### src/rtl/seq_div32_if.sv
// Request/response bundle between the datapath (master) and the sequential divider (slave).
interface seq_div32_if #(
  parameter int unsigned WIDTH = 32
);
  logic             start;
  logic [WIDTH-1:0] dividend;
  logic [WIDTH-1:0] divisor;
  logic             busy;
  logic             done;
  logic [WIDTH-1:0] quotient;
  logic [WIDTH-1:0] remainder;
  logic             div_by_zero;

  modport master (
    output start, dividend, divisor,
    input  busy, done, quotient, remainder, div_by_zero
  );

  modport slave (
    input  start, dividend, divisor,
    output busy, done, quotient, remainder, div_by_zero
  );
endinterface

### src/rtl/seq_div32.sv
// Multi-cycle unsigned restoring divider: one quotient bit per clock, WIDTH clocks per
// division, with a one-cycle done pulse and results held until the next completion.
module seq_div32 #(
  parameter int unsigned WIDTH = 32
) (
  input  logic        clk,
  input  logic        rst_n,
  seq_div32_if.slave  bus
);
  localparam int unsigned CW = (WIDTH > 1) ? $clog2(WIDTH) : 1;

  typedef enum logic [1:0] {IDLE, RUN, FIN} state_t;

  state_t           state;
  logic [WIDTH-1:0] q;
  logic [WIDTH-1:0] d;
  logic [WIDTH-1:0] r;
  logic [CW-1:0]    cnt;

  logic [WIDTH:0]   rs;
  logic [WIDTH+1:0] diff;
  logic             fits;
  logic [WIDTH-1:0] r_next;
  logic [WIDTH-1:0] q_next;

  // Trial subtraction carries an extra borrow bit so the shifted remainder never wraps.
  always_comb begin
    rs     = {r, q[WIDTH-1]};
    diff   = {1'b0, rs} - {2'b00, d};
    fits   = ~diff[WIDTH+1];
    r_next = fits ? diff[WIDTH-1:0] : rs[WIDTH-1:0];
    q_next = {q[WIDTH-2:0], fits};
  end

  always_ff @(posedge clk or negedge rst_n) begin
    if (!rst_n) begin
      state           <= IDLE;
      q               <= '0;
      d               <= '0;
      r               <= '0;
      cnt             <= '0;
      bus.busy        <= 1'b0;
      bus.done        <= 1'b0;
      bus.quotient    <= '0;
      bus.remainder   <= '0;
      bus.div_by_zero <= 1'b0;
    end else begin
      case (state)
        IDLE, FIN: begin
          state    <= IDLE;
          bus.busy <= 1'b0;
          bus.done <= 1'b0;
          if (bus.start) begin
            q   <= bus.dividend;
            d   <= bus.divisor;
            r   <= '0;
            cnt <= '0;
            if (bus.divisor == '0) begin
              state           <= FIN;
              bus.done        <= 1'b1;
              bus.quotient    <= '1;
              bus.remainder   <= bus.dividend;
              bus.div_by_zero <= 1'b1;
            end else begin
              state    <= RUN;
              bus.busy <= 1'b1;
            end
          end
        end
        RUN: begin
          q   <= q_next;
          r   <= r_next;
          cnt <= cnt + CW'(1);
          if (cnt == CW'(WIDTH - 1)) begin
            state           <= FIN;
            bus.busy        <= 1'b0;
            bus.done        <= 1'b1;
            bus.quotient    <= q_next;
            bus.remainder   <= r_next;
            bus.div_by_zero <= 1'b0;
          end
        end
        default: begin
          state    <= IDLE;
          bus.busy <= 1'b0;
          bus.done <= 1'b0;
        end
      endcase
    end
  end
endmodule
### src/flat_wrapper.sv
// flat-port wrapper written by rule: the top's interface ports become plain ports
module seq_div32_flat 
#(
  parameter int unsigned WIDTH = 32
)
  (clk, rst_n, bus_start, bus_dividend, bus_divisor, bus_busy, bus_done, bus_quotient, bus_remainder, bus_div_by_zero);
  seq_div32_if #(.WIDTH(WIDTH)) bus_i ();
  input  logic clk;
  input  logic rst_n;
  input wire logic [$bits(bus_i.start)-1:0] bus_start;
  input wire logic [$bits(bus_i.dividend)-1:0] bus_dividend;
  input wire logic [$bits(bus_i.divisor)-1:0] bus_divisor;
  output wire logic [$bits(bus_i.busy)-1:0] bus_busy;
  output wire logic [$bits(bus_i.done)-1:0] bus_done;
  output wire logic [$bits(bus_i.quotient)-1:0] bus_quotient;
  output wire logic [$bits(bus_i.remainder)-1:0] bus_remainder;
  output wire logic [$bits(bus_i.div_by_zero)-1:0] bus_div_by_zero;
  assign bus_i.start = bus_start;
  assign bus_i.dividend = bus_dividend;
  assign bus_i.divisor = bus_divisor;
  assign bus_busy = bus_i.busy;
  assign bus_done = bus_i.done;
  assign bus_quotient = bus_i.quotient;
  assign bus_remainder = bus_i.remainder;
  assign bus_div_by_zero = bus_i.div_by_zero;
  seq_div32 #(.WIDTH(WIDTH)) u_core (.clk(clk), .rst_n(rst_n), .bus(bus_i));
endmodule
### config.mk
export PLATFORM = sky130hd
export DESIGN_NAME = seq_div32_flat
export DESIGN_NICKNAME = d
export VERILOG_FILES = /design/src/rtl/seq_div32_if.sv /design/src/rtl/seq_div32.sv /design/src/flat_wrapper.sv
export SDC_FILE = /design/constraint.sdc
export NUM_CORES = 1
export LEC_CHECK = 0
export CAP_MARGIN = 20
export CORE_ASPECT_RATIO = 1.4
export CORE_MARGIN = 8
export CORE_UTILIZATION = 59
export DETAILED_ROUTE_END_ITERATION = 6
export PLACE_DENSITY_LB_ADDON = 0.08
export SLEW_MARGIN = 0
export SYNTH_ARGS = -nofsm -noshare
export SYNTH_HDL_FRONTEND = slang
export SYNTH_SLANG_ARGS = --single-unit
### constraint.sdc
create_clock -name clk -period 5.4 [get_ports clk]
set_clock_uncertainty 0.2 [all_clocks]
set_input_delay 0.81 -clock clk [delete_from_list [all_inputs] [get_ports clk]]
set_output_delay 0.81 -clock clk [all_outputs]
set_load 0.02 [all_outputs]
==> run_results.csv <==
group,metric,value,unit
die,start_util,0.5961,
clock_tree,clk_latency,0.43,ns
clock_tree,cts_max_path_buffers,2,
sta,relSlewSlack,0.3672,
sta,fmax,259.8,MHz
worst_setup_path,required,5.55,ns
power_and_ir_drop,power_density,770.3,mW/mm^2
route,drt_wl_total,22.48,mm
die,die_y,160.6,um
route,route.vias.total,7586,
route,remaining_drc_errors,0,
placement,dp_cells,1265,
power_and_ir_drop,power_frac_clock,0.142,
worst_setup_path,r2r-start,"u_core.d[1]",
power_and_ir_drop,power_frac_comb,0.592,
die,io_pins,134,
worst_setup_path,crit_type,"input pin to flop",
clock_tree,htreeDepth,4,
global_route,grt.total_usage,0.2404,
sta,setup_violations,0,
synthesis,synth-seq-cells,168,
sta,slew_viol_final,0,
power_and_ir_drop,swShare,0.4552,
global_route,grt-ovfl-total,0,
power_and_ir_drop,vdd_drop_max,0.0004214,V
run,maxCapViolCount,0,
sta,rsz0062_at_grt,"no",
synthesis,syn-instance-count,985,
final_layout,area_delta_synth_final,23.09,%
clock_tree,cts_resized,0,
global_route,grt_pass1_vias,7513,
route,dr.pass1.iters,5,
outcome,status,"completed",
route,routedWlPerCell,17.32,um
synthesis,synth_nets,1087,
die,coreArea,0.01479,mm^2
worst_setup_path,cp-start-kind,"input pin",
placement,gp_congestion,0.8662,
clock_tree,post_cts_buffers,0,
global_route,grt_max_degree,102,
route,dr_wl_met2,11.00,mm
sta,setup_tns,0,ns
final_layout,layoutNonFillerInstCount,1298,
final_layout,fin_nets,1195,
clock_tree,ctsHoldBuffers,0,
worst_hold_path,hold_class,"input pin to async pin",
synthesis,ys_top_cells_by_count,"dfrtp_1, nand2_1, o21ai_0",
synthesis,yosysMostFrequentCell,"dfrtp_1",
die,dieArea,0.01916,mm^2
global_route,antenna_found_initial,0,
worst_setup_path,crit_arrival,4.00,ns
sta,hold_viol,0,
synthesis,ys_seq_area_frac,0.4769,
route,drtIter0Drc,583,
clock_tree,cts_tree,"built",
power_and_ir_drop,power.switching,0.003805,W
power_and_ir_drop,seqPwrFrac,0.266,
sta,tightest_slew,0.9491,ns
die,fp-row-count,53,
worst_setup_path,path_max_fanout,41,
route,final_antenna_net_count,0,
synthesis,synth_flop_cell,"dfrtp_1",
clock_tree,cts.sinks,168,
die,die_x,119.3,um
synthesis,syn-mean-instance-area,8.949,um^2
global_route,grt_pass1_wl,37.72,mm
worst_setup_path,slowest_delay,0.70,ns
clock_tree,clk_pin_slew_worst_paths,0.07,ns
worst_setup_path,path_cells,"clkdlybuf4s50_1, nor4_1, nand4_1, nor3_2, nor2_2, buf_8, inv_2, buf_4, nor2_1, a21oi_1",
worst_setup_path,crit_slowest_cell,"nor4_1",
synthesis,synth_area,0.008815,mm^2
route,viasPerCell,5.844,
synthesis,synth-edff-count,0,
worst_setup_path,setup.worst_path.end_class,"flop",
clock_tree,numCtsBuffers,17,
synthesis,ys_top_cells_by_area,"dfrtp_1, nand2_1, o21ai_0, ha_1, nor2_1",
worst_setup_path,crit_start,"bus_divisor[7]",
synthesis,yosys.area.top_type,"dfrtp_1",
route,highest_layer,"met4",
placement,numPortBuffers,133,
final_layout,antenna_cells,0,
synthesis,ys_types,64,
power_and_ir_drop,p_leak,4.727,nW
synthesis,synth_top_area_frac,0.4769,
synthesis,yosysWarnings,0,
sta,fin_crit_sh,0.7128,
clock_tree,cts-root-buf,"clkbuf_16",
power_and_ir_drop,cell_internal_pwr,0.004553,W
final_layout,drive_gt1_frac,0.05877,
placement,dp_hpwl,16.67,mm
route,met1_length,9.847,mm
sta,fin_crit,3.849,ns
route,dr_wl_met3,1.265,mm
synthesis,async_reset_ff_frac,1.000,
final timing paths:
path / end / cells past startpoint / slack, ns
worst max-delay path: u_core.bus.quotient[2] / 10 / 1.55
worst min-delay path: u_core.bus.quotient[4] / 1 / 0.28
worst max register to register: u_core.r[19] / 12 / 1.68
worst min register to register: u_core.d[0] / 2 / 0.29
max in group asynchronous: u_core.bus.remainder[16] / 2 / 3.65
min in group clk: u_core.d[0] / 2 / 0.29
per-layer routing:
layer  up-vias  global-route usage
met5         -                   0
met4         0             0.06382
met3        22             0.05023
met2       235              0.3976
met1      3674              0.3136
li1       3655                   -
flip-flops by register name (all words and copies together) (netlist names):
| register | count |
|---|---|
| u_core.bus.quotient | 32 |
| u_core.cnt | 5 |
| u_core.bus.remainder | 32 |
| u_core.bus.div_by_zero | 1 |
| u_core.d | 32 |
| u_core.r | 32 |
| u_core.state | 2 |
| u_core.q | 32 |
cells by family after synthesis:
group	count (synthesis)	share of synthesized area
AO/OA/AOI/OAI	301	0.2092
XOR/XNOR	28	0.02782
adder cells (fa/ha/maj)	35	0.05053
buffers and inverters	102	0.04656
flip-flops	168	0.4769
multiplexers	32	0.03676
AND/OR/NAND/NOR	319	0.1522
power by group through the flow:
stage	Combinational, W	Sequential [W]	Clock, W
after floorplan	0.00335	0.00238	0
after global placement	0.00475	0.00222	0
after detailed placement	0.00491	0.00223	0
after CTS	0.00493	0.00221	0.00120
after global routing	0.00550	0.00229	0.00127
final	0.00495	0.00222	0.00119
cell type report:
class                           instances  area [um^2]
Clock buffer                           18        429.2
Clock inverter                         14        150.1
Fill cell                            1126         3938
Inverter                               45        168.9
Multi-Input combinational cell        715         4220
Sequential cell                       168         4204
Tap cell                              192        240.2
Timing Repair Buffer                  146         1438
worst max-delay path, delay by kind of cell:
| kind | cells | cell delay (ns) |
|---|---|---|
| simple gates | 5 | 1.60 |
| compound gates | 1 | 0.14 |
| buf+inv | 4 | 1.44 |
cells in the final DEF (no fill, tap or decap), drive strengths merged, types with 8 or more instances in the layout:
master         Yosys  final
dfrtp            168    168
nand2            167    167
clkdlybuf4s50      0    132
o21ai            116    116
nor2              89     89
a21oi             66     66
inv               45     53
a31oi             35     35
ha                34     34
mux2i             29     29
a22oi             24     24
xnor2             20     20
clkbuf            50     18
buf                7     14
nor4              12     12
and3              11     11
nand3             11     11
nand4              8      8
a21o               8      8
xor2               8      8
a211oi             8      8
through the flow:
stage	setup WS [ns]	power [W]	hold slack, ns	util	cell area [um^2]
finish	1.551	0.008359	0.2837	0.7337	10850
global route	1.466	0.009053	0.3276	0.7337	10850
CTS	1.632	0.008349	0.2908	0.7327	10840
detailed placement	1.186	0.007133	0.2743	0.6935	10260
global placement	1.316	0.006969	0.2644	0.6935	10260
floorplan	2.328	0.005733	0.2494	-	8815
Note: power is estimated with default switching activity, not from simulation.
